## config.mk

```make
export PLATFORM = sky130hd
export DESIGN_NAME = pdm_capture_sequencer
export DESIGN_NICKNAME = d
export VERILOG_FILES = /design/src/rtl/pdm_capture_sequencer.sv
export SDC_FILE = /design/constraint.sdc
export NUM_CORES = 1
export LEC_CHECK = 0
export ABC_CLOCK_PERIOD_IN_PS = 6140
export CAP_MARGIN = 40
export CORE_ASPECT_RATIO = 0.75
export CORE_MARGIN = 4
export CORE_UTILIZATION = 40
export DETAILED_ROUTE_END_ITERATION = 7
export SLEW_MARGIN = 20
export SYNTH_ARGS = -nofsm -noshare
export SYNTH_HDL_FRONTEND = slang
export SYNTH_SLANG_ARGS = --single-unit
```

## constraint.sdc

```tcl
create_clock -name clk -period 6.14 [get_ports clk]
set_input_delay 1.228 -clock clk [delete_from_list [all_inputs] [get_ports clk]]
set_output_delay 1.228 -clock clk [all_outputs]
set_load 0.05 [all_outputs]
```

## src/rtl/pdm_capture_sequencer.sv

```systemverilog
// PDM microphone sequencer: clock/strobe generation, settle window, PCM FIFO.
// Define PDM_SEQ_OVERRUN_IRQ_EN to let the sticky overrun flag drive irq.
module pdm_capture_sequencer #(
  parameter int FIFO_DEPTH = 4,
  parameter int SAMPLE_W   = 16,
  parameter int SETTLE_W   = 12,
  localparam int AW        = $clog2(FIFO_DEPTH),
  localparam int LW        = AW + 1
) (
  input  logic                clk,
  input  logic                rst_n,
  input  logic                cfg_enable,
  input  logic [7:0]          cfg_clk_half,
  input  logic [7:0]          cfg_decim,
  input  logic [SETTLE_W-1:0] cfg_settle,
  input  logic [LW-1:0]       cfg_thresh,
  output logic                pdm_clk,
  output logic                sample_strobe,
  output logic                filt_clear,
  output logic                filt_dump,
  input  logic [SAMPLE_W-1:0] filt_pcm,
  input  logic                filt_pcm_valid,
  input  logic                rd_en,
  output logic [SAMPLE_W-1:0] rd_data,
  output logic [LW-1:0]       fifo_level,
  output logic                overrun,
  input  logic                clr_overrun,
  output logic [1:0]          state,
  output logic                irq
);

  typedef enum logic [1:0] {
    S_IDLE   = 2'd0,
    S_CLEAR  = 2'd1,
    S_SETTLE = 2'd2,
    S_RUN    = 2'd3
  } st_t;

  st_t                 r_state;
  st_t                 w_state_nxt;
  logic [7:0]          r_div;
  logic [7:0]          r_decim;
  logic                r_pdm;
  logic                r_strobe;
  logic                r_dump;
  logic [SETTLE_W-1:0] r_settle;
  logic [LW-1:0]       r_thresh;
  logic [SAMPLE_W-1:0] r_mem [FIFO_DEPTH];
  logic [AW-1:0]       r_wptr;
  logic [AW-1:0]       r_rptr;
  logic [LW-1:0]       r_level;
  logic                r_overrun;

  logic                w_run;
  logic                w_act_nxt;
  logic                w_settled;
  logic [7:0]          w_div_nxt;
  logic [7:0]          w_decim_nxt;
  logic                w_pdm_nxt;
  logic                w_strobe_nxt;
  logic                w_dump_nxt;
  logic                w_push;
  logic                w_discard;
  logic                w_pop;
  logic                w_full;
  logic                w_wr;
  logic                w_ovf;
  logic                w_lvl_irq;

  assign w_run     = (r_state == S_SETTLE) || (r_state == S_RUN);
  assign w_settled = (r_settle >= cfg_settle);
  assign w_act_nxt = (w_state_nxt == S_SETTLE) || (w_state_nxt == S_RUN);

  always_comb begin
    w_state_nxt = r_state;
    unique case (r_state)
      S_IDLE:   if (cfg_enable) w_state_nxt = S_CLEAR;
      S_CLEAR:  w_state_nxt = cfg_enable ? S_SETTLE : S_IDLE;
      S_SETTLE: begin
        if (!cfg_enable)    w_state_nxt = S_IDLE;
        else if (w_settled) w_state_nxt = S_RUN;
      end
      S_RUN:    if (!cfg_enable) w_state_nxt = S_IDLE;
      default:  w_state_nxt = S_IDLE;
    endcase
  end

  // Strobe and dump are predicted one edge ahead so they leave on flops.
  always_comb begin
    w_div_nxt   = '0;
    w_pdm_nxt   = 1'b0;
    w_decim_nxt = '0;
    if (w_run && w_act_nxt) begin
      if (r_div >= cfg_clk_half) begin
        w_div_nxt = '0;
        w_pdm_nxt = ~r_pdm;
      end else begin
        w_div_nxt = r_div + 8'd1;
        w_pdm_nxt = r_pdm;
      end
      if (r_strobe)
        w_decim_nxt = r_dump ? 8'd0 : r_decim + 8'd1;
      else
        w_decim_nxt = r_decim;
    end
    w_strobe_nxt = w_pdm_nxt && (w_div_nxt >= cfg_clk_half);
    w_dump_nxt   = w_strobe_nxt && (w_decim_nxt == cfg_decim - 8'd1);
  end

  always_ff @(posedge clk) begin
    if (!rst_n) begin
      r_state  <= S_IDLE;
      r_div    <= '0;
      r_decim  <= '0;
      r_pdm    <= 1'b0;
      r_strobe <= 1'b0;
      r_dump   <= 1'b0;
      r_thresh <= '0;
    end else begin
      r_state  <= w_state_nxt;
      r_div    <= w_div_nxt;
      r_decim  <= w_decim_nxt;
      r_pdm    <= w_pdm_nxt;
      r_strobe <= w_strobe_nxt;
      r_dump   <= w_dump_nxt;
      r_thresh <= cfg_thresh;
    end
  end

  assign w_push = filt_pcm_valid &&
                  ((r_state == S_RUN) ||
                   ((r_state == S_SETTLE) && w_settled));
  assign w_discard = filt_pcm_valid &&
                     (r_state == S_SETTLE) && !w_settled;

  always_ff @(posedge clk) begin
    if (!rst_n)
      r_settle <= '0;
    else if (r_state == S_CLEAR)
      r_settle <= '0;
    else if (w_discard)
      r_settle <= r_settle + 1'b1;
  end

  assign w_full = (r_level == LW'(FIFO_DEPTH));
  assign w_pop  = rd_en && (r_level != '0);
  assign w_wr   = w_push && (!w_full || w_pop);
  assign w_ovf  = w_push && w_full && !w_pop;

  always_ff @(posedge clk) begin
    if (rst_n && w_wr && (r_state != S_CLEAR))
      r_mem[r_wptr] <= filt_pcm;
  end

  always_ff @(posedge clk) begin
    if (!rst_n) begin
      r_wptr    <= '0;
      r_rptr    <= '0;
      r_level   <= '0;
      r_overrun <= 1'b0;
    end else if (r_state == S_CLEAR) begin
      r_wptr    <= '0;
      r_rptr    <= '0;
      r_level   <= '0;
      r_overrun <= 1'b0;
    end else begin
      if (w_wr)  r_wptr <= r_wptr + 1'b1;
      if (w_pop) r_rptr <= r_rptr + 1'b1;
      r_level <= r_level + LW'(w_wr) - LW'(w_pop);
      // A fresh overrun wins over a same-cycle clear request.
      if (w_ovf)            r_overrun <= 1'b1;
      else if (clr_overrun) r_overrun <= 1'b0;
    end
  end

  assign w_lvl_irq = (r_thresh != '0) && (r_level >= r_thresh);

`ifdef PDM_SEQ_OVERRUN_IRQ_EN
  assign irq = w_lvl_irq || r_overrun;
`else
  assign irq = w_lvl_irq;
`endif

  assign pdm_clk       = r_pdm;
  assign sample_strobe = r_strobe;
  assign filt_dump     = r_dump;
  assign filt_clear    = (r_state == S_CLEAR);
  assign state         = r_state;
  assign fifo_level    = r_level;
  assign overrun       = r_overrun;
  assign rd_data       = (r_level != '0) ? r_mem[r_rptr] : '0;

endmodule

```

### Word level (Yosys, flattened, before mapping)

Memories as Yosys holds them, arrays and structs flattened. A register that Yosys moved wholly into a read port is not among the register bits.
Cells that the tools add are included.

| word-level totals | value |
|---|---|
| bits in read-only memories | 0 |
| logic and storage cells | 81 |
| memories kept | 1 |
| register bits after elaboration | 44 |
| RAM bits | 64 |
| bits in latches | 0 |
| input port bits | 53 |

Memories:

| name | depth | bits a word | rd ports | clocked after Yosys merged registers in | wr ports | line | text |
|---|---|---|---|---|---|---|---|
| r_mem | 4 | 16 | 1 | 1 | 1 | 48 | `logic [SAMPLE_W-1:0] r_mem [FIFO_DEPTH];` |

| cells by class | value |
|---|---|
| mux-type cells | 20 |
| eq/ne operators | 8 |
| $mul | 0 |
| magnitude comparators | 4 |
| $add $sub $neg | 8 |
| reductions and logical operators | 26 |
| divide/modulo/power cells | 0 |
| shift-type cells | 0 |
| bitwise operators | 2 |

Operators with widths:

| operator | number |
|---|---|
| 8-bit two-way mux | 5 |
| 8-bit by 1-bit adder with 8-bit output, second input constant | 2 |
| 8-bit greater-or-equal comparator | 2 |
| 16-bit two-way mux | 1 |
| 1-bit logical AND | 14 |
| 2-bit two-way mux | 7 |
| 12-bit by 1-bit adder with 12-bit output, second input constant | 1 |
| 12-bit greater-or-equal comparator | 1 |
| 2-bit == test, second input constant | 4 |
| 8-bit == test | 1 |
| 2-bit one-hot mux with 4 select lines | 1 |
| 8-bit by 1-bit subtractor with 8-bit output, second input constant | 1 |
| 1-bit two-way mux | 6 |
| 3-bit nonzero test | 2 |
| 2-bit by 1-bit adder with 2-bit output, second input constant | 2 |
| 1-bit logical OR | 4 |
| 3-bit by 1-bit adder with 3-bit output | 1 |
| 3-bit == test, second input constant | 1 |
| 3-bit greater-or-equal comparator | 1 |
| 1-bit logical NOT | 3 |
| 3-bit by 1-bit subtractor with 3-bit output | 1 |
| 2-bit by 1-bit == test with 1-bit output, second input constant | 1 |
| 2-bit logical NOT | 1 |
| 2-bit by 1-bit inequality test with 1-bit output, second input constant | 1 |
| other kinds (3) | 4 |

### Longest topological paths before layout

| logic depth | value |
|---|---|
| depth in word-level cells | 11 |
| depth in mapped cells | 16 |

### Worst setup path before layout

No wires, ideal clock.

| path | value |
|---|---|
| path type | input to register |
| start point | in cfg_settle[11] |
| end point | reg r_level[2] (netlist: fifo_level[2]) |
| data required time | 6,012 ps |
| data arrival time | 3,774 ps |
| stages on the path | 15 |
| buffers on the path | 0 |
| setup time | 128 ps |
| path slack | 2,239 ps |
| path through | inv_1 > ha_1 > nand4_1 > nor3_2 > a21oi_1 > nor2_1 > inv_1 > ha_1 > inv_1 > ha_1 > inv_1 > fa_1 > xor2_1 > xnor2_1 > nor2_1 |

| between the ends | value |
|---|---|
| cells in the longest elaborated chain, start to end | 7 |

Ends and longest elaborated chain:

| what | line | text |
|---|---|---|
| from (decl) | 15 | `input logic [SETTLE_W-1:0] cfg_settle,` |
| 12-bit greater-or-equal comparator | 71 | `assign w_settled = (r_settle >= cfg_settle);` |
| 1-bit logical AND | 132 | `((r_state == S_SETTLE) && w_settled));` |
| 1-bit logical OR | 131 | `((r_state == S_RUN) \|\|` |
| 1-bit logical AND | 130 | `assign w_push = filt_pcm_valid &&` |
| 1-bit logical AND | 147 | `assign w_wr = w_push && (!w_full \|\| w_pop);` |
| 3-bit by 1-bit adder with 3-bit output | 169 | `r_level <= r_level + LW'(w_wr) - LW'(w_pop);` |
| 3-bit by 1-bit subtractor with 3-bit output | 169 |  |
| to (signal assigned) | 169 |  |
| to (decl) | 51 | `logic [LW-1:0] r_level;` |

Every way passes these cells.
A chain may end at the register's enable or synchronous reset.

### Final worst setup path

| path | value |
|---|---|
| start point | in cfg_settle[9] |
| end point | reg r_level[2] (netlist: fifo_level[2]) |

The elaborated chain is that of the path after synthesis.

==> metrics.cfg <==
[sta]
min_period_ns = 4.33
tightest_slew_ns = 0.712
hold_viol_final = 0
rsz0062_at_grt = no
fin_skew_ns = 0.00888
slew_headroom_pct = 52.4
period_share_pct = 70.6
setup_violations = 0
drv_slew = 0
fin_setup_tns_ns = 0
fmax_mhz = 231

[route]
wl_per_cell_um = 15.6
dr.pass1.iters = 4
route.detailed.drc = 0
drtAntennaViolNets = 0
via_count = 3777
routed_wl_mm = 11.5
vias_per_cell = 5.12
drt_iter0_markers = 169

[yosys]
synth_compound_area_share_pct = 8.90
post_synth_num_cell_types = 50
synth_top_family_by_area = simple AND/OR/NAND/NOR gates
synthSimpleGateAreaFrac_pct = 14.6
syn-instance-count = 478
synth_area_leaders = edfxtp_1, dfxtp_1, ha_1
synth_adder_area_share_pct = 9.65
synth-edff-count = 64
synth-xor-area-share_pct = 4.60
synth_top_area_share_pct = 34.8
ys.flop_type = edfxtp_1
synthArstFlopShare_pct = 0
netlist_area_sq_um = 5520
synth.avg_cell_area_sq_um = 11.6
synthMuxAreaShare_pct = 6.89
ys_seq_elements = 110
synth_top_cell_by_area = edfxtp_1
yosys_warnings = 0
synth_fp_nets = 573
synth-seq-area-share_pct = 51.5

[floorplan]
fp.dieH_um = 110
row_count = 36
coreArea_sq_um = 13200
ios = 80
start_util_pct = 41.7
die-area_sq_um = 15800
die_x_um = 144

[place]
place_congestion = 0.825
dp_hpwl_mm = 8.59
placed_area_sq_um = 6550
placedCellCount = 721
io_buffer_count = 79

[power]
p_int_w = 0.00129
power_leakage_nw = 2.49
p_sw_share_pct = 32.6
p_comb_share_pct = 28.3
total_power_w = 0.00191
p_per_area_nw_per_um2 = 279
pwr-share-clk_pct = 29.3
p_seq_share_pct = 42.5
p_switching_w = 0.000623
ir_drop_v = 0.000172

[critical_path]
worstPathRequired_ns = 6.34
worst_setup_path_start_kind = input pin
crit_type = input pin to flop
cp_max_fo = 6
cp-end-kind = flop
critPathArrivalTime_ns = 4.54

[global_routing]
use_met3_pct = 4.13
grt_pass1_vias = 3831
grt_start_max_net_pins = 21
gr-max-usage-layer = met2
grt_pass1_wl_mm = 18.7
antenna_found_initial = 0
grt_overflow_total = 0
grtUsageTotal_pct = 15.2
use_met1_pct = 19.7
grtUsageMet2_pct = 25.6

[layout]
final_cell_mix = clkdlybuf4s50_1, edfxtp_1, dfxtp_1
nets = 657
drive_gt1_share_pct = 10.2
areaGrowthSynthToFinish_pct = 24.1
instances_no_fill = 738
design_area_sq_um = 6850
layout_commonest_cell = clkdlybuf4s50_1
insertedDiodeCount = 0

[clock_tree]
htreeDepth = 3
clock_latency_ns = 0.35
numCtsBuffers = 9
cts_max_path_buffers = 2
clkTransAtPathRegs_ns = 0.08
cts_hold_buf = 0
cts.sinks = 110
cts_post_setup_buffers_inserted = 0
cts_root_buf = clkbuf_16
postCtsResizedCells = 0
tritoncts = done

[job]
maxCapViolCount = 0

[hold_path]
worstHoldPathType = flop to flop

[status]
status = finished, final reports clean

[kinds of logic (layout without fill, tap and decap cells)]
kind of cell	after synthesis	count (layout)
AND/OR/NAND/NOR	158	158
buffers and inverters	55	144
AO/OA/AOI/OAI	66	66
XOR/XNOR	29	29
adder cells (fa/ha/maj)	42	42
flip-flops	110	110
multiplexers	18	18
[layout make-up]
type / instances / area (sq um)
Inverter: 42 / 158
Tap cell: 171 / 214
Timing Repair Buffer: 86 / 881
Clock buffer: 9 / 225
Sequential cell: 110 / 2840
Multi-Input combinational cell: 313 / 2470
Clock inverter: 7 / 61.3
Fill cell: 1161 / 6390
[power groups by stage]
stage	Sequential [W]	Clock, W	Combinational [W]
final	0.000812	0.000559	0.000540
after global placement	0.000831	0	0.000539
after global routing	0.000816	0.000601	0.000578
after detailed placement	0.000832	0	0.000543
after CTS	0.000815	0.000574	0.000546
after floorplan	0.000840	0	0.000339
[final timing paths]
check | startpoint | end | slack [ns] | cells past startpoint
max | cfg_settle[9] | fifo_level[2] | 1.81 | 16
min | r_div[0] | r_div[0] | 0.50 | 1
max reg2reg | r_settle[0] | fifo_level[2] | 2.68 | 16
min reg2reg | r_div[0] | r_div[0] | 0.50 | 1
[cell usage after synthesis (all sizes together) (9+ instances only)]
master,number
nand3,17
and2,9
nand4,12
edfxtp,64
inv,42
dfxtp,46
nand2,25
xnor2,13
ha,41
nor2,45
xor2,16
nor2b,19
mux4,16
a21oi,26
and3,9
[worst max-delay path, stage by stage]
cell and delay [ns]:
clkdlybuf4s50_1 0.45, inv_1 0.04, ha_1 0.29, nand4_1 0.16, nor3_2 0.50, a21oi_1 0.26, nor2_1 0.28, inv_1 0.07
ha_1 0.27, inv_1 0.05, ha_1 0.12, inv_1 0.04, fa_1 0.37, xor2_1 0.18, xnor2_1 0.14, nor2_1 0.06
[flip-flops by register name, summed over array words and instances, names as in the netlist, named ones only]
name,flops
r_div,8
state,2
r_thresh,3
r_mem,64
r_decim,8
sample_strobe,1
overrun,1
fifo_level,3
r_rptr,2
filt_dump,1
r_settle,12
pdm_clk,1
r_wptr,2
[layer usage]
metal	vias up	share of wire [%]
met5	-	0
met4	0	0.64
met3	6	4.4
met2	60	49
met1	1812	46
li1	1899	-
[stage by stage]
| stage | setup slack (ns) | utilization [%] | hold WS [ns] |
|---|---|---|---|
| 5_1_grt | 1.58 | 51.7 | 0.540 |
| 4_1_cts | 1.78 | 51.6 | 0.510 |
| 3_5_place_dp | 1.40 | 49.5 | 0.492 |
| 3_3_place_gp | 1.58 | 49.0 | 0.485 |
| 6_report | 1.81 | 51.7 | 0.501 |
| 2_1_floorplan | 2.24 | - | 0.448 |
No activity file was read; power rests on OpenSTA's default activity.
